## config.mk

```make
export PLATFORM = sky130hd
export DESIGN_NAME = ifetch_ctrl
export DESIGN_NICKNAME = d
export VERILOG_FILES = /design/src/rtl/ifetch_ctrl.sv
export SDC_FILE = /design/constraint.sdc
export NUM_CORES = 1
export LEC_CHECK = 0
export ABC_AREA = 1
export CAP_MARGIN = 5
export CELL_PAD_IN_SITES_DETAIL_PLACEMENT = 1
export CELL_PAD_IN_SITES_GLOBAL_PLACEMENT = 2
export CORE_MARGIN = 3
export CORE_UTILIZATION = 23
export CTS_CLUSTER_DIAMETER = 60
export CTS_CLUSTER_SIZE = 28
export DETAILED_ROUTE_END_ITERATION = 7
export GPL_TIMING_DRIVEN = 0
export PLACE_DENSITY = 0.75
export SLEW_MARGIN = 20
export SYNTH_ARGS = -nofsm -noshare
export SYNTH_HDL_FRONTEND = slang
export SYNTH_SLANG_ARGS = --single-unit
export TNS_END_PERCENT = 50
```

## constraint.sdc

```tcl
create_clock -name clk -period 1.9 [get_ports clk]
set_input_delay 0.285 -clock clk [delete_from_list [all_inputs] [get_ports clk]]
set_output_delay 0.285 -clock clk [all_outputs]
set_load 0.01 [all_outputs]
```

## src/rtl/ifetch_ctrl.sv

```systemverilog
// Instruction-fetch controller: owns the PC and issues one instruction-memory
// read at a time. Each fetched word is held for decode on a valid/ready port.
module ifetch_ctrl #(
    parameter logic [31:0] RESET_PC = 32'h0000_0000
) (
    input  logic        clk,
    input  logic        rst,
    input  logic        redirect_valid,
    input  logic [31:0] redirect_pc,
    output logic        imem_req,
    output logic [31:0] imem_addr,
    input  logic        imem_gnt,
    input  logic        imem_rvalid,
    input  logic [31:0] imem_rdata,
    output logic        inst_valid,
    input  logic        inst_ready,
    output logic [31:0] inst_data,
    output logic [31:0] inst_pc,
    output logic        misalign_err
);

    typedef enum logic [1:0] {
        ST_IDLE = 2'd0,
        ST_REQ  = 2'd1,
        ST_WAIT = 2'd2,
        ST_HOLD = 2'd3
    } state_t;

    state_t      state_q, state_d;
    logic [31:0] pc_q, pc_d;
    logic        discard_q, discard_d;
    logic [31:0] inst_data_q, inst_data_d;
    logic [31:0] inst_pc_q, inst_pc_d;
    logic        misalign_q, misalign_d;
    logic [31:0] pc_plus4_s;

    function automatic logic [31:0] word_align(input logic [31:0] addr);
        return {addr[31:2], 2'b00};
    endfunction

    assign pc_plus4_s = pc_q + 32'd4;

    // Next-state logic; a redirect overrides every other event in the cycle.
    always_comb begin
        state_d     = state_q;
        pc_d        = pc_q;
        discard_d   = discard_q;
        inst_data_d = inst_data_q;
        inst_pc_d   = inst_pc_q;
        misalign_d  = misalign_q;

        if (redirect_valid) begin
            pc_d = word_align(redirect_pc);
            if (redirect_pc[1:0] != 2'b00) begin
                misalign_d = 1'b1;
            end else begin
                misalign_d = misalign_q;
            end
            // A request already accepted by memory must have its response dropped.
            case (state_q)
                ST_IDLE: begin
                    state_d = ST_REQ;
                end
                ST_REQ: begin
                    if (imem_gnt) begin
                        discard_d = 1'b1;
                        state_d   = ST_WAIT;
                    end else begin
                        state_d = ST_REQ;
                    end
                end
                ST_WAIT: begin
                    if (imem_rvalid) begin
                        discard_d = 1'b0;
                        state_d   = ST_REQ;
                    end else begin
                        discard_d = 1'b1;
                        state_d   = ST_WAIT;
                    end
                end
                ST_HOLD: begin
                    state_d = ST_REQ;
                end
                default: begin
                    state_d = ST_IDLE;
                end
            endcase
        end else begin
            case (state_q)
                ST_IDLE: begin
                    state_d = ST_REQ;
                end
                ST_REQ: begin
                    if (imem_gnt) begin
                        state_d = ST_WAIT;
                    end else begin
                        state_d = ST_REQ;
                    end
                end
                ST_WAIT: begin
                    if (imem_rvalid) begin
                        if (discard_q) begin
                            discard_d = 1'b0;
                            state_d   = ST_REQ;
                        end else begin
                            inst_data_d = imem_rdata;
                            inst_pc_d   = pc_q;
                            pc_d        = pc_plus4_s;
                            state_d     = ST_HOLD;
                        end
                    end else begin
                        state_d = ST_WAIT;
                    end
                end
                ST_HOLD: begin
                    if (inst_ready) begin
                        state_d = ST_REQ;
                    end else begin
                        state_d = ST_HOLD;
                    end
                end
                default: begin
                    state_d = ST_IDLE;
                end
            endcase
        end
    end

    // State and datapath registers with synchronous reset.
    always_ff @(posedge clk) begin
        if (rst) begin
            state_q     <= ST_IDLE;
            pc_q        <= RESET_PC;
            discard_q   <= 1'b0;
            inst_data_q <= 32'h0000_0000;
            inst_pc_q   <= 32'h0000_0000;
            misalign_q  <= 1'b0;
        end else begin
            state_q     <= state_d;
            pc_q        <= pc_d;
            discard_q   <= discard_d;
            inst_data_q <= inst_data_d;
            inst_pc_q   <= inst_pc_d;
            misalign_q  <= misalign_d;
        end
    end

    assign imem_req     = (state_q == ST_REQ);
    assign imem_addr    = pc_q;
    assign inst_valid   = (state_q == ST_HOLD);
    assign inst_data    = inst_data_q;
    assign inst_pc      = inst_pc_q;
    assign misalign_err = misalign_q;

endmodule
```

==> results.tsv, run 1 <==
stage	metric	value	unit
detailed_routing	via count	5142	
floorplanning	initial core utilization	23.8	%
setup_path	critical path data arrival time	1.56	ns
synth	top cells by count, synth	137 x nand2_1, 135 x nor2_1, 96 x dfxtp_1, 71 x o21ai_0, 49 x nand3_1	
synth	Synth Area in Simple Gates	34.0	%
sta	Clock Skew	0.00865	ns
synth	synthesis warning total	0	
place	RD Place Congestion	0.826	
final_layout	Final Cell Area	0.00703	mm^2
synth	post-synthesis sequential area ratio	40.8	%
synth	top post-synthesis cells by area	dfxtp_1 41%, nand2_1 11%, nor2_1 11%	
global_route	number of antenna violations at the first check in global routing	0	
clock_network	number of H-tree levels	3	
synth	post-synthesis mux area share	0	%
hold_path	hold path depth	2	
setup_path	Setup CP Type	reg2out	
detailed_routing	Residual DRC	0	
clock_network	CTS sink cnt	96	
final_layout	n_diodes	0	
sta	setup TNS	0	ns
status	status	finished, final reports clean	
place	dpl cells	1118	
floorplanning	DIE HEIGHT	149	um
global_route	met2 usage	28.9	%
place	hpwl dp	15.1	mm
setup_path	CP Launch Type	flip-flop	
synth	main combinational cell family by area after synthesis	simple AND/OR/NAND/NOR gates	
power	Cell Pwr Density	683	mW/mm^2
sta	Slew Limit Fails	0	
power	total power	4.80	mW
sta	Final setup viols	0	
hold_path	class of the worst hold path	in2reg	
setup_path	CP max stage delay	0.62	ns
final_layout	Post-Layout Cell Count	1136	
detailed_routing	antenna-violating nets left	0	
floorplanning	die width	149	um
final_layout	Syn-to-layout area delta	49.1	%
clock_network	Worst-Skew Late Latency	0.36	ns
final_layout	share of layout cells above drive strength 1	10.3	%
sta	relative slew slack	48.4	%
clock_network	CTS Hold Bufs	0	
global_route	GR peak layer	met2	
floorplanning	core footprint	0.0198	mm^2
detailed_routing	drt via density	4.53	
synth	post-synthesis cell count	687	
synth	Post-synth EDFFs	0	
global_route	vias in the first global route	5372	
synth	share of the synthesized area in the top cell type	40.8	%
sta	period utilisation layout	96.9	%
place	dpl cell area	0.00669	mm^2
global_route	met1 GRT Util	22.9	%
clock_network	CTS Buffer Depth	2	
synth	Avg Synthesized Cell Area	6.86	um^2
synth	xor/xnor cell area share of the yosys netlist	0	%
setup_path	slowest stage cell, crit path	clkdlybuf4s50_1	
power	P_leak	2.69	nW
power	VDD IR max	0.000407	V
setup_path	CP Depth	1	
synth	#FFs+latches synth	96	
sta	RSZ-0062 raised after global routing	yes	
detailed_routing	First-pass DRT Iterations	4	
setup_path	element type at the critical path end	primary output	
synth	ys flop type	dfxtp_1	
setup_path	CP Cell Sequence	clkdlybuf4s50_1	
global_route	first-pass GRT wire length	30.6	mm
detailed_routing	routed wire length	19.5	mm
clock_network	CTS tree	done	
floorplanning	# rows	51	
floorplanning	# IOs	169	
global_route	gr usage total	17.7	%
sta	Max Clock Freq	0.543	GHz
global_route	largest net degree at the start of global routing	19	
synth	Yosys top cell by area	dfxtp_1	
synth	top-count cell post-synth	nand2_1	
setup_path	Reg2Reg Depth	9	
clock_network	register clock-pin slew on the reported worst setup and hold paths	0.08	ns
setup_path	worst path bufs/invs	1	
setup_path	Req. time, crit path	1.62	ns
synth	Compound-Gate Fraction of Synth Area	14.8	%
synth	mapped cell area	0.00471	mm^2
detailed_routing	wire per inst	17.1	um
global_route	met3 track demand over resource	6.02	%
place	# port buffers	163	
run	max_cap viols	0	
synth	FFs w/ async S/R, synth	0	%
sta	worst-margin pin slew	0.773	ns
sta	Hold Vio Cnt, Final	0	
setup_path	Max FO, Critical Path	7	
global_route	GR Overflow Total	0	
clock_network	root buffer cell	clkbuf_16	
clock_network	CTS Buf Count	9	
synth	synth unique cells	34	
setup_path	crit-path leading delay family	buffers and inverters	
final_layout	Nets	943	
floorplanning	die area	0.0222	mm^2
detailed_routing	initial drt markers	143	
sta	clock period minus worst slack	1.84	ns
synth	fraction of the mapped netlist area in adder cells	1.86	%
layer usage:
layer | wire length (um) | part of all wire [%] | vias to the layer above
li1 | - | - | 2574
met1 | 8810 | 45 | 2413
met2 | 8990 | 46 | 138
met3 | 1440 | 7.4 | 17
met4 | 234 | 1.2 | 0
met5 | 0 | 0 | -
worst reg2reg max path: stages, from the launching register on:
cell	delay [ns]
dfxtp_2	0.35
inv_2	0.08
ha_2	0.21
nand2_1	0.10
nor2_4	0.16
inv_2	0.10
nand2_4	0.11
buf_2	0.26
nand4_1	0.13
a31oi_1	0.18
power breakdown:
group          internal (mW)  switching, mW  leakage, nW
clock network          0.916          0.924        0.136
logic                  0.381          0.377         1.77
registers               2.10          0.104        0.783
per-stage QoR:
stage          setup WS (ns)  hold WS (ns)  utilization [%]
6_report              0.0581         0.301             35.5
5_1_grt             -0.00211         0.339             35.5
4_1_cts              -0.0118         0.289             35.4
3_5_place_dp          -0.269         0.449             33.8
3_3_place_gp          -0.286         0.444             33.8
2_1_floorplan          0.389         0.420                -
final cells by class:
class	instances	area (um^2)
tap	265	332
fill	2483	12800
buffer	39	218
timing repair buffer	165	1650
multi-input combinational	502	2420
clock inverter	7	60.1
sequential	96	1930
clock buffer	9	225
inverter	53	199
cells by family (layout without fill, tap and decap cells):
kind of cell / after synthesis / count (layout)
fa+ha+maj: 7 / 7
simple gates: 361 / 361
flops: 96 / 96
buf+inv: 92 / 273
compound gates: 130 / 130
other cells: 1 / 4
flip-flops by register name (all words and copies together), names as in the netlist:
register and cells:
discard_q 1, imem_addr 30, inst_pc 30, inst_data 32, misalign_err 1, state_q 2
what timing repair did:
action / CTS / global route
pin swaps: 1 / 1
setup endpoints to repair: 42 / 84
gates resized for setup: 2 / 27
buffers inserted: 2 / 0
worst paths after layout:
path,from,endpoint,slack [ns]
hold / removal,rst,imem_addr[7],0.30
setup reg to reg,state_q[0],imem_addr[11],0.14
hold reg to reg,misalign_err,misalign_err,0.46
setup / recovery,imem_addr[4],imem_addr[4],0.06
cell usage in the layout (no fill, tap or decap), types with 3 or more instances in the layout:
cell,netlist,routed
clkdlybuf4s50_1,0,163
nand3_1,49,49
nand2_1,137,137
o211ai_1,5,5
ha_1,7,5
nor2_2,8,7
buf_1,2,3
dfxtp_1,96,91
inv_2,4,5
nor2_4,5,6
a21oi_1,37,37
nand4_1,7,7
clkbuf_16,0,9
a21oi_2,5,5
o21ai_0,71,71
nor2_1,135,135
clkbuf_1,15,10
nand2_4,3,3
inv_1,48,47
dfxtp_2,0,5
buf_4,7,11
nand2_2,5,5
conb_1,1,4
nor3_2,4,4
a31oi_1,9,9
clkbuf_4,0,3
buf_2,14,9
clkbuf_2,0,3
(Power assumes the default switching activity.)
==> run 2: changes to the inputs <==
Settings changed: CAP_MARGIN 5 to 20, GPL_TIMING_DRIVEN 0 to 1.
==> results.tsv, run 2 (synthesis gave the netlist of run 1 again) <==
stage	metric	value	unit	change
final_layout	Post-Layout Cell Count	1123		-1.1%
power	VDD IR max	0.000502	V	+23%
power	Comb pwr share	16.0	%	+0.2 points
floorplanning	die area	0.0222	mm^2	unchanged
power	P_leak	2.71	nW	+0.49%
setup_path	Reg2Reg Depth	11		+2
power	Switching Fraction	28.7	%	-0.54 points
final_layout	n_diodes	0		unchanged
setup_path	worst reg-to-reg setup slack	0.14	ns	about the same
floorplanning	DIE HEIGHT	149	um	unchanged
sta	period utilisation layout	96.3	%	-0.67 points
sta	Final setup viols	0		unchanged
final_layout	share of layout cells above drive strength 1	9.56	%	-0.78 points
power	Cell Pwr Density	686	mW/mm^2	+0.53%
clock_network	CTS Buf Count	9		unchanged
detailed_routing	antenna-violating nets left	0		unchanged
place	# port buffers	164		+0.61%
place	hpwl dp	14.3	mm	-4.9%
hold_path	class of the worst hold path	reg2reg		
detailed_routing	First-pass DRT Iterations	6		+2
setup_path	crit-path leading delay family	buffers and inverters		
detailed_routing	via count	5120		-0.43%
global_route	vias in the first global route	5507		+2.5%
final_layout	Reg area	0.00192	mm^2	-0.32%
run	max_cap viols	0		unchanged
clock_network	register clock-pin slew on the reported worst setup and hold paths	0.07	ns	about the same
global_route	GR Overflow Total	0		unchanged
setup_path	CP Launch Type	flip-flop		
global_route	gr usage total	17.1	%	-0.64 points
sta	setup TNS	0	ns	unchanged
floorplanning	core footprint	0.0198	mm^2	unchanged
sta	clock period minus worst slack	1.83	ns	-0.0128 ns
clock_network	CTS sink cnt	96		unchanged
global_route	number of antenna violations at the first check in global routing	0		unchanged
final_layout	commonest non-fill, non-tap cell in the layout	clkdlybuf4s50_1		
setup_path	Setup CP Type	reg2out		
place	RD Place Congestion	0.839		+1.6%
clock_network	CTS tree	done		
setup_path	CP max stage delay	0.62	ns	about the same
clock_network	CTS Buffer Depth	2		unchanged
status	status	finished, final reports clean		
hold_path	hold_sp	misalign_err		
final_layout	# fillers	2439		-1.8%
clock_network	Worst-Skew Late Latency	0.36	ns	about the same
setup_path	reg-to-reg endpoint	imem_addr[24]		
final_layout	Syn-to-layout area delta	49.2	%	about the same
place	dpl cells	1105		-1.2%
sta	Clock Skew	0.00771	ns	-0.000941 ns
detailed_routing	initial drt markers	204		+43%
setup_path	slowest stage cell, crit path	clkdlybuf4s50_1		
clock_network	CTS Hold Bufs	0		unchanged
power	sequential share of power	45.3	%	-0.6 points
floorplanning	# rows	51		unchanged
detailed_routing	drt via density	4.56		+0.72%
sta	Min Hold Slack	0.461	ns	+0.160 ns
clock_network	root buffer cell	clkbuf_16		
sta	Hold Vio Cnt, Final	0		unchanged
setup_path	worst path bufs/invs	1		unchanged
final_layout	Multi-input gate area	0.00241	mm^2	-0.10%
setup_path	element type at the critical path end	primary output		
final_layout	max reg flops	32		unchanged
setup_path	RR Startpoint	imem_addr[2]		
power	Int Power	3.44	mW	+1.4%
floorplanning	die width	149	um	unchanged
sta	Max Clock Freq	0.547	GHz	+0.70%
setup_path	Max FO, Critical Path	7		unchanged
global_route	first-pass GRT wire length	30.0	mm	-2.0%
final_layout	Nets	930		-1.4%
sta	Slew Limit Fails	0		unchanged
setup_path	CP Cell Sequence	clkdlybuf4s50_1		
final_layout	Util after Layout	35.6	%	about the same
hold_path	Hold EP	misalign_err		
final_layout	commonest cells after routing, fill and taps aside	163 x clkdlybuf4s50_1, 137 x nand2_1, 135 x nor2_1, 96 x dfxtp_1, 71 x o21ai_0		
floorplanning	# IOs	169		unchanged
power	switching power	1.39	mW	-1.3%
floorplanning	initial core utilization	23.8	%	unchanged
clock_network	number of H-tree levels	3		unchanged
detailed_routing	Residual DRC	0		unchanged
hold_path	hold path depth	2		unchanged
sta	RSZ-0062 raised after global routing	no		
setup_path	critical path data arrival time	1.54	ns	-0.02 ns
detailed_routing	wire per inst	16.9	um	-1.6%
global_route	largest net degree at the start of global routing	70		+51
detailed_routing	routed wire length	18.9	mm	-2.7%
setup_path	Req. time, crit path	1.62	ns	about the same
power	clock share of power	38.8	%	+0.4 points
[run 2: changes by cell type in the layout (fill, tap and decap cells not counted), moves of 5 or more]
| cell | delta |
|---|---|
| buf_2 | -9 |
| buf_4 | +14 |
| clkbuf_1 | -10 |
| dfxtp_1 | +5 |
| dfxtp_2 | -5 |
[run 2: layout make-up]
class                      count  share of cell area [%]
clock buffer                  10                    3.40
clock inverter                 6                   0.783
inverter                      53                    2.90
multi-input combinational    502                    34.3
sequential                    96                    27.3
tap                          265                    4.71
timing repair buffer         191                    26.6
[run 2: per-layer routing]
metal  wire length [um]  GRT usage [%]  up-vias
li1                   -              -     2538
met1               8150           20.9     2422
met2               9050           28.9      135
met3               1380           4.95       25
met4                355           5.68        0
met5                  0              0        -
[run 2: power groups by stage]
| stage | Clock, mW | Combinational (mW) | Sequential, mW |
|---|---|---|---|
| final | 1.87 | 0.770 | 2.19 |
| after global routing | 1.99 | 0.848 | 2.20 |
| after CTS | 1.94 | 0.780 | 2.19 |
| after detailed placement | 0 | 0.777 | 2.23 |
| after global placement | 0 | 0.758 | 2.23 |
| after floorplan | 0 | 0.296 | 2.25 |
[run 2: what timing repair did]
| item | 4_1_cts | 5_1_grt |
|---|---|---|
| buffers inserted | 0 | 2 |
| pin swaps | 0 | 1 |
| setup endpoints to repair | 1 | 19 |
| resized for setup | 1 | 6 |
[run 2: worst min-delay path, stage by stage, from the launching register on]
cell and delay [ns]:
dfxtp_1 0.31, inv_1 0.05, a21oi_1 0.05
[run 2: stage by stage]
stage / setup slack, ns / power (mW) / cell area [um^2]
after global routing: 0.00320 / 5.04 / 7030
final: 0.0709 / 4.83 / 7030
after global placement: -0.00333 / 2.99 / 6710
after detailed placement: -0.124 / 3.01 / 6710
after floorplan: 0.389 / 2.54 / 4720
after CTS: 0.0373 / 4.90 / 7010
[run 2: how the worst max path moves through the flow]
stage,start,to,slack [ns],cells after the start
6_report,imem_addr[4],imem_addr[4],0.07,1
5_1_grt,imem_addr[7],imem_addr[28],0.003,9
4_1_cts,imem_addr[4],imem_addr[4],0.04,1
3_5_place_dp,imem_rvalid,inst_pc[4],-0.12,7
3_3_place_gp,imem_rvalid,inst_pc[17],-0.003,7
2_1_floorplan,imem_addr[3],imem_addr[26],0.39,10
